## src/rtl/neuron_weight_mac.sv

```systemverilog
// neuron_weight_mac: fetches N Q8.8 weights plus a bias from RAM,
// multiply-accumulates them against neuron inputs and saturates to Q8.8.
module neuron_weight_mac #(
    parameter int DATA_W = 16,
    parameter int ADDR_W = 23,
    parameter int CNT_W  = 7,
    parameter int ACC_W  = 40
) (
    input  logic              clk,
    input  logic              rst,
    input  logic              start,
    input  logic [ADDR_W-1:0] base_addr,
    input  logic [CNT_W-1:0]  num_inputs,
    output logic [CNT_W-1:0]  in_idx,
    input  logic [DATA_W-1:0] in_data,
    output logic [ADDR_W-1:0] ram_addr,
    output logic              ram_latch,
    output logic              ram_instruction,
    input  logic              ram_ready,
    input  logic [DATA_W-1:0] ram_data_in,
    output logic              busy,
    output logic              done,
    output logic [DATA_W-1:0] result,
    output logic              overflow
);

    typedef enum logic [2:0] {
        IDLE, REQ, WAIT_ACK, WAIT_DATA, MAC, SAT, DONE
    } state_t;

    localparam logic signed [ACC_W-1:0] SAT_MAX =
        ACC_W'(2 ** (DATA_W - 1) - 1);
    localparam logic signed [ACC_W-1:0] SAT_MIN = ~SAT_MAX;

    state_t                     state;
    logic [ADDR_W-1:0]          baseAddr;
    logic [CNT_W-1:0]           numIn;
    logic [CNT_W-1:0]           idx;
    logic signed [DATA_W-1:0]   word;
    logic signed [ACC_W-1:0]    acc;

    logic signed [2*DATA_W-1:0] prod;
    logic signed [ACC_W-1:0]    prodExt;
    logic signed [ACC_W-1:0]    biasExt;
    logic signed [ACC_W-1:0]    satT;

    assign in_idx          = idx;
    assign ram_instruction = 1'b0;

    // Bias is Q8.8; shifting by 8 aligns it with the Q16.16 products.
    always_comb begin
        prod    = word * $signed(in_data);
        prodExt = {{(ACC_W - 2*DATA_W){prod[2*DATA_W-1]}}, prod};
        biasExt = {{(ACC_W - DATA_W - 8){word[DATA_W-1]}}, word, 8'b0};
        satT    = acc >>> 8;
    end

    always_ff @(posedge clk or posedge rst) begin
        if (rst) begin
            state     <= IDLE;
            baseAddr  <= '0;
            numIn     <= '0;
            idx       <= '0;
            word      <= '0;
            acc       <= '0;
            ram_addr  <= '0;
            ram_latch <= 1'b0;
            busy      <= 1'b0;
            done      <= 1'b0;
            result    <= '0;
            overflow  <= 1'b0;
        end else begin
            unique case (state)
                IDLE: begin
                    if (start) begin
                        baseAddr <= base_addr;
                        numIn    <= num_inputs;
                        acc      <= '0;
                        idx      <= '0;
                        busy     <= 1'b1;
                        state    <= REQ;
                    end
                end
                REQ: begin
                    if (ram_ready) begin
                        ram_addr  <= baseAddr + ADDR_W'(idx);
                        ram_latch <= 1'b1;
                        state     <= WAIT_ACK;
                    end
                end
                WAIT_ACK: begin
                    ram_latch <= 1'b0;
                    state     <= WAIT_DATA;
                end
                WAIT_DATA: begin
                    if (ram_ready) begin
                        word  <= ram_data_in;
                        state <= MAC;
                    end
                end
                MAC: begin
                    if (idx < numIn) begin
                        acc   <= acc + prodExt;
                        state <= REQ;
                    end else begin
                        acc   <= acc + biasExt;
                        state <= SAT;
                    end
                    idx <= idx + 1'b1;
                end
                SAT: begin
                    if (satT > SAT_MAX) begin
                        result   <= SAT_MAX[DATA_W-1:0];
                        overflow <= 1'b1;
                    end else if (satT < SAT_MIN) begin
                        result   <= SAT_MIN[DATA_W-1:0];
                        overflow <= 1'b1;
                    end else begin
                        result   <= satT[DATA_W-1:0];
                        overflow <= 1'b0;
                    end
                    done  <= 1'b1;
                    state <= DONE;
                end
                DONE: begin
                    done  <= 1'b0;
                    busy  <= 1'b0;
                    state <= IDLE;
                end
                default: state <= IDLE;
            endcase
        end
    end

endmodule

```

## config.mk

```make
export PLATFORM = sky130hd
export DESIGN_NAME = neuron_weight_mac
export DESIGN_NICKNAME = d
export VERILOG_FILES = /design/src/rtl/neuron_weight_mac.sv
export SDC_FILE = /design/constraint.sdc
export NUM_CORES = 1
export LEC_CHECK = 0
export BUFFER_PORTS_ARGS = -buffer_cell sky130_fd_sc_hd__buf_2
export CORE_MARGIN = 2
export CORE_UTILIZATION = 45
export CTS_CLUSTER_DIAMETER = 40
export DETAILED_ROUTE_END_ITERATION = 12
export PLACE_DENSITY = 0.68
export SYNTH_ARGS = -nofsm -noshare
export SYNTH_HDL_FRONTEND = slang
export SYNTH_SLANG_ARGS = --single-unit
```

## constraint.sdc

```tcl
create_clock -name clk -period 7.9 [get_ports clk]
set_input_delay 1.58 -clock clk [delete_from_list [all_inputs] [get_ports clk]]
set_output_delay 1.58 -clock clk [all_outputs]
set_load 0.005 [all_outputs]
```

==> results of run 1 <==
## through the flow
step / area (µm²) / instances / util
after floorplan: 20100 / 2227 / -
after global placement: 21400 / 2888 / 0.484
after detailed placement: 21400 / 2888 / 0.484
after CTS: 22000 / 2920 / 0.498
after global routing: 22000 / 2920 / 0.498
final: 22000 / 2920 / 0.498
## routing by layer
layer | vias to the layer above | track usage | wire [µm]
met4 | 0 | 0.0726 | 1580
met3 | 100 | 0.0255 | 1980
met1 | 7810 | 0.300 | 21200
li1 | 7144 | - | -
met2 | 405 | 0.409 | 25800
met5 | - | 0 | 0
## area by class of cell
class                   instances  area (µm²)  area share
clock inverters                13         175     0.00796
multi-input cells            1574       14700       0.669
clock buffers                  19         443      0.0201
well taps                     592         741      0.0337
repair buffers                145         801      0.0364
flip-flops and latches        139        3480       0.158
inverters                     438        1650      0.0749
## cells in the mapped netlist, types with 26 or more instances
| library cell | instances |
|---|---|
| sky130_fd_sc_hd__a21o_1 | 26 |
| sky130_fd_sc_hd__a21oi_1 | 74 |
| sky130_fd_sc_hd__xnor2_1 | 54 |
| sky130_fd_sc_hd__fa_1 | 332 |
| sky130_fd_sc_hd__nor2_1 | 71 |
| sky130_fd_sc_hd__ha_1 | 160 |
| sky130_fd_sc_hd__inv_1 | 438 |
| sky130_fd_sc_hd__xor2_1 | 32 |
| sky130_fd_sc_hd__clkbuf_1 | 72 |
| sky130_fd_sc_hd__and2_1 | 123 |
| sky130_fd_sc_hd__nand2_1 | 319 |
| sky130_fd_sc_hd__nand3_1 | 38 |
| sky130_fd_sc_hd__o21ai_0 | 130 |
| sky130_fd_sc_hd__dfrtp_1 | 139 |
## final timing paths
| kind | endpoint | slack (ns) |
|---|---|---|
| max | acc[35] | 0.44 |
| min | ram_addr[21] | 0.48 |
| max reg2reg | acc[35] | 0.92 |
| min reg2reg | ram_addr[21] | 0.48 |
| max in group asynchronous | acc[7] | 5.24 |
| min in group asynchronous | baseAddr[15] | 1.21 |
## critical path: cells and delay by family
kind | cells | cell delay [ns]
fa+ha+maj | 7 | 3.60
compound gates | 7 | 1.65
buf+inv | 5 | 0.50
simple gates | 3 | 0.44
## cells in the final DEF (no fill, tap or decap), types with 10 or more instances in the layout
cell type / n
sky130_fd_sc_hd__inv_1: 437
sky130_fd_sc_hd__fa_1: 332
sky130_fd_sc_hd__nand2_1: 319
sky130_fd_sc_hd__ha_1: 160
sky130_fd_sc_hd__dfrtp_1: 139
sky130_fd_sc_hd__o21ai_0: 130
sky130_fd_sc_hd__and2_1: 123
sky130_fd_sc_hd__buf_2: 115
sky130_fd_sc_hd__a21oi_1: 74
sky130_fd_sc_hd__nor2_1: 69
sky130_fd_sc_hd__xnor2_1: 54
sky130_fd_sc_hd__nand3_1: 38
sky130_fd_sc_hd__xor2_1: 32
sky130_fd_sc_hd__buf_4: 30
sky130_fd_sc_hd__a21o_1: 26
sky130_fd_sc_hd__nand4_1: 18
sky130_fd_sc_hd__mux2_2: 17
sky130_fd_sc_hd__clkbuf_16: 17
sky130_fd_sc_hd__nor2b_1: 14
sky130_fd_sc_hd__nor3_1: 14
sky130_fd_sc_hd__and3_1: 12
sky130_fd_sc_hd__a22oi_1: 11
sky130_fd_sc_hd__o21bai_1: 11
sky130_fd_sc_hd__a211oi_1: 10
## sequential cells by signal, indices dropped and copies added (netlist names)
name and count:
acc 40, state 3, ram_addr 23, busy 1, done 1, result 16, numIn 7, word 16
in_idx 7, ram_latch 1, overflow 1, baseAddr 23
## kinds of logic (layout without fill, tap and decap cells)
family	count (synthesis)	count (layout)	share of synthesized area
compound gates	326	326	0.100
other cells	1	1	0.000186
simple gates	644	644	0.150
mux	25	25	0.0135
fa+ha+maj	492	492	0.430
flops	139	139	0.173
xor+xnor	86	86	0.0374
buf+inv	514	615	0.0961
==> key figures, run 1 <==
Cells and area
  – Fill count: 4134
  – Layout-stage area growth over the synthesis result: 9.38%
  – Share of cells above drive strength 1: 0.0893
  – Total number of nets in the final design: ~2900
  – Diode count: 0

Critical path
  – Worst path max stage delay: 0.59 ns
  – Worst reg-to-reg path cell count: 22
  – Critical path data arrival time: about 8 ns
  – Worst reg2reg path startpoint: word[8]
  – Data required time of the critical path: around 8.2 ns
  – Crit path cell chain: buf_2 > and2_1 > fa_1 > fa_1 > inv_1 > fa_1 > inv_1 > fa_1 > fa_1 > inv_1 > fa_1 > inv_1 > ha_1 > nand2_1 > o21a_1 > a2bb2oi_1 > o211ai_2 > a311o_2 > a2111oi_4 > nor3_2 > a221oi_2 > o21ai_1
  – Type of element capturing the critical path: register
  – Startpoint class of the critical path: input pin
  – Critical-path cell with the highest stage delay: sky130_fd_sc_hd__fa_1
  – Cell repeated most along the worst path: sky130_fd_sc_hd__fa_1
  – Timing startpoint of the critical path: in_data[3]
  – Setup Crit Path Kind: input pin to register
  – Largest fanout on the critical path: 16

CTS
  – Count of instances resized after the clock tree is built: 0
  – CTS Hold Buffers Added: 0
  – Clock buffer count from CTS: 17
  – CTS Root Buffer Type: sky130_fd_sc_hd__clkbuf_16
  – Clock latency at the later pin of the worst-skew pair: approximately 0.44 ns
  – Clock input transition at the sequential cells of the worst setup and hold paths: 0.07 ns
  – Htree depth: 4
  – Setup fix buffers added after clock tree synthesis: 0
  – Clock sink count: approximately 140
  – TritonCTS clock tree: done
  – Bufs on Longest Clock Path: 2

Place
  – Post-place setup slack: roughly 0.045 ns
  – Final estimated routing congestion in global placement: 0.927
  – Port Buf Inserts: 115
  – Hpwl dp: 41.1 mm

Routing
  – Overall via count from detail_route: 15500
  – Number of detailed-route iterations in the first pass: 5
  – Wire length per cell: 17.3 µm
  – Total DRC errors in the routed layout: 0
  – DRT iter0 DRCs: about 880
  – Post-detailed-route count of antenna-violating nets: 0
  – Detailed-route wire length: 50.5 mm
  – DR vias/cell: 5.29

Yosys
  – Cell type contributing the most total cell area after synthesis: sky130_fd_sc_hd__fa_1
  – Cells after synthesis: 2227
  – Synthesized netlist net count: 2785
  – Synthesized cell area: 20100 µm²
  – Most instantiated flip-flop cell in the synthesis netlist: sky130_fd_sc_hd__dfrtp_1
  – Avg Synthesized Cell Area: 9.03 µm²
  – Sequential cell area fraction in the yosys report: 0.173
  – Area share of the largest cell type after synthesis: 0.330
  – Library cells used by synthesis: 68
  – Top post-synthesis cells by area: sky130_fd_sc_hd__fa_1, sky130_fd_sc_hd__dfrtp_1, sky130_fd_sc_hd__ha_1
  – Register bit total from synthesis: approximately 140
  – Count of flip-flops with a built-in enable after synthesis: 0
  – Yosys synthesis warning count: 0
  – FFs w/ async S/R, synth: 1.00

STA
  – Post-Route Skew: 0.0130 ns
  – Transition time at the pin with the least slew margin: approximately 1.3 ns
  – Unrepaired setup endpoints after global routing: no
  – Final Worst Setup Slack: 0.442 ns
  – Final worst-path cycle share: 0.944
  – Hold Vio Cnt, Final: 0
  – Final setup vio count: 0
  – Minimum hold slack: 0.477 ns
  – Max-slew violation count: 0
  – Final worst path period need: 7.46 ns
  – Maximum operating frequency: 0.134 GHz
  – Worst slew margin relative to its limit: 0.142
  – Setup tns final: 0 ns

Global route
  – Wire length of the first global-routing pass: 86.6 mm
  – Number of global-route vias before repair: ~17000
  – Remaining global-route overflow: 0
  – Maximum number of pins on one net before global-route repair: between 70 and 80
  – Antenna violations before repair: 0
  – Global router's overall resource usage: 0.232

Run status
  – Run status: complete, no violations

Die
  – Cell Rows: 77
  – Core region area: approximately 44000 µm²
  – Top-level port count: 117
  – Chip Width: 215 µm
  – Die Ht: 215 µm
  – Die Area: 46400 µm²
  – Starting density of the core: 0.455

Min path
  – Hold Startpoint: ram_addr[21]
  – Number of instances on the worst hold path: 2
  – Class of the most critical hold timing path: register to register

Run
  – MaxCap Viol Count: 0
Power of run 1 is left out: the tool's default activity adds up to more than one toggle a clock period on the data nets, which glitch-free logic cannot reach.
==> run 2: changes to the inputs <==
BUFFER_PORTS_ARGS = -buffer_cell sky130_fd_sc_hd__buf_4   (was -buffer_cell sky130_fd_sc_hd__buf_2)
CAP_MARGIN = 40   (was default)
CELL_PAD_IN_SITES_DETAIL_PLACEMENT = 1   (was default)
CELL_PAD_IN_SITES_GLOBAL_PLACEMENT = 1   (was default)
PLACE_DENSITY = 0.83   (was 0.68)
==> key figures, run 2 (synthesis results as in run 1) <==
Critical path
  – Worst path max stage delay: 0.81 ns (+0.22 ns)
  – Largest fanout on the critical path: 16 (unchanged)
  – Critical path data arrival time: 7.85 ns (+0.08 ns)
  – Worst reg-to-reg path cell count: 22 (unchanged)
  – Critical-path cell with the highest stage delay: sky130_fd_sc_hd__fa_1
  – Terminus of the critical flop-to-flop path: acc[35]
  – Slack of the worst reg-to-reg path: 0.72 ns (-0.20 ns)
  – Cell family with the largest share of critical-path delay: adder cells
  – Setup Crit Path Kind: input pin to register
  – Crit path cell chain: buf_4 > and2_1 > fa_1 > fa_1 > inv_1 > fa_1 > inv_1 > fa_1 > fa_1 > inv_1 > fa_1 > inv_1 > ha_1 > a21oi_1 > o21a_1 > a2bb2oi_1 > o211ai_2 > a311o_2 > a2111oi_4 > nor3_2 > a221oi_2 > o21ai_1
  – Cell repeated most along the worst path: sky130_fd_sc_hd__fa_1
  – Data required time of the critical path: 8.22 ns (about the same)
  – Type of element capturing the critical path: register
  – Sum of buffers and inverters on the critical path: 5 (unchanged)
  – Startpoint class of the critical path: input pin
  – Worst reg2reg path startpoint: word[5]

Cells and area
  – Total number of nets in the final design: 2879 (+0.21%)
  – Flip-flop count of the largest register, all copies and words added: 40 (unchanged)
  – Registers with the most flip-flops: acc x40, baseAddr x23, ram_addr x23
  – Commonest cells after routing, fill and taps aside: sky130_fd_sc_hd__inv_1, sky130_fd_sc_hd__fa_1, sky130_fd_sc_hd__nand2_1
  – Register with the most flip-flops: acc
  – Final cell count without fillers: 2928 (+0.27%)
  – Share of cells above drive strength 1: 0.0917 (+0.00234)
  – Layout-stage area growth over the synthesis result: 11.2%
  – Commonest non-fill, non-tap cell in the layout: sky130_fd_sc_hd__inv_1

CTS
  – CTS Hold Buffers Added: 0 (unchanged)
  – Setup fix buffers added after clock tree synthesis: 0 (unchanged)
  – Clock latency at the later pin of the worst-skew pair: 0.45 ns (about the same)
  – Bufs on Longest Clock Path: 2 (unchanged)
  – Clock sink count: 139 (unchanged)
  – Count of instances resized after the clock tree is built: 0 (unchanged)
  – Htree depth: 4 (unchanged)
  – TritonCTS clock tree: done
  – Clock input transition at the sequential cells of the worst setup and hold paths: 0.06 ns (about the same)
  – CTS Root Buffer Type: sky130_fd_sc_hd__clkbuf_16
  – Clock buffer count from CTS: 17 (unchanged)

Run
  – MaxCap Viol Count: 0 (unchanged)

Die
  – Die Ht: 215 µm (unchanged)
  – Cell Rows: 77 (unchanged)
  – Chip Width: 215 µm (unchanged)
  – Core region area: 44200 µm² (unchanged)
  – Top-level port count: 117 (unchanged)
  – Die Area: 46400 µm² (unchanged)
  – Starting density of the core: 0.455 (unchanged)

STA
  – Transition time at the pin with the least slew margin: 0.954 ns (-0.334 ns)
  – Worst slew margin relative to its limit: 0.364 (+0.222)
  – Hold Vio Cnt, Final: 0 (unchanged)
  – Final worst-path cycle share: 0.953 (+0.00898)
  – Post-Route Skew: 0.00751 ns (-0.00544 ns)
  – Final setup vio count: 0 (unchanged)
  – Unrepaired setup endpoints after global routing: no
  – Final worst path period need: 7.53 ns (+0.0710 ns)
  – Setup tns final: 0 ns (unchanged)
  – Maximum operating frequency: 0.133 GHz (-0.94%)
  – Max-slew violation count: 0 (unchanged)

Routing
  – Number of detailed-route iterations in the first pass: 8 (+3)
  – DR vias/cell: 5.54 (+4.7%)
  – Detailed-route wire length: 61.2 mm (+21%)
  – Post-detailed-route count of antenna-violating nets: 0 (unchanged)
  – DRT iter0 DRCs: 1063 (+21%)
  – Total DRC errors in the routed layout: 0 (unchanged)
  – Wire length per cell: 20.9 µm (+21%)
  – Overall via count from detail_route: 16200 (+5.0%)

Min path
  – Number of instances on the worst hold path: 2 (unchanged)
  – Hold Startpoint: numIn[0]
  – Class of the most critical hold timing path: register to register
  – Hold-critical path endpoint: numIn[0]

Global route
  – Wire length of the first global-routing pass: 100 mm (+16%)
  – Remaining global-route overflow: 0 (unchanged)
  – Maximum number of pins on one net before global-route repair: 64 (-17%)
  – Global router's overall resource usage: 0.275 (+0.0433)
  – Number of global-route vias before repair: 19100 (+13%)
  – Antenna violations before repair: 1 (+1)

Place
  – Total instance count after detailed placement: 2893 (+0.17%)
  – Port Buf Inserts: 115 (unchanged)
  – Final estimated routing congestion in global placement: 0.984 (+6.2%)
  – Hpwl dp: 49.0 mm (+19%)

Run status
  – Run status: complete, no violations
run 2: changes by cell type in the layout (fill, tap and decap cells not counted), sizes merged:
cell	previous run	this run
buf	145	151
clkinv	1	7
inv	446	441
diode	0	2
bufinv	3	2
run 2: final cells by class:
type	count	area (µm²)
Tap cell	592	741
Timing Repair Buffer	151	1190
Clock inverter	13	143
Clock buffer	19	443
Fill cell	5178	21900
Antenna cell	2	5.00
Multi-Input combinational cell	1574	14700
Inverter	438	1650
Sequential cell	139	3480
run 2: tightest hold or removal path: stages, from the launching register on:
cell                      delay [ns]
sky130_fd_sc_hd__dfrtp_1        0.34
sky130_fd_sc_hd__nand2_1        0.05
sky130_fd_sc_hd__nand2_1        0.05
run 2: how the worst max path moves through the flow:
| stage | from | end | slack [ns] | depth (start not counted) |
|---|---|---|---|---|
| detailed placement | in_data[3] | acc[35] | -0.07 | 23 |
| CTS | in_data[3] | acc[35] | 0.39 | 22 |
| global placement | in_data[3] | acc[35] | 0.13 | 22 |
| finish | in_data[3] | acc[35] | 0.37 | 22 |
| floorplan | in_data[1] | acc[35] | 0.30 | 24 |
| global route | in_data[3] | acc[35] | 0.05 | 22 |
run 2: metrics by stage:
| stage | area, µm² | setup slack (ns) | util | hold slack [ns] |
|---|---|---|---|---|
| 2_1_floorplan | 20100 | 0.300 | - | 0.447 |
| 3_3_place_gp | 21700 | 0.126 | 0.490 | 0.459 |
| 3_5_place_dp | 21700 | -0.0708 | 0.492 | 0.465 |
| 4_1_cts | 22300 | 0.386 | 0.505 | 0.480 |
| 5_1_grt | 22400 | 0.0501 | 0.506 | 0.514 |
| 6_report | 22400 | 0.371 | 0.506 | 0.475 |
run 2: per-layer routing:
metal,vias up,GRT usage,wire length [µm]
met4,0,0.111,2630
met1,8503,0.317,23300
met5,-,0,0
met2,396,0.516,33200
met3,180,0.0327,2160
li1,7156,-,-
Power of run 2 is left out for the same reason.
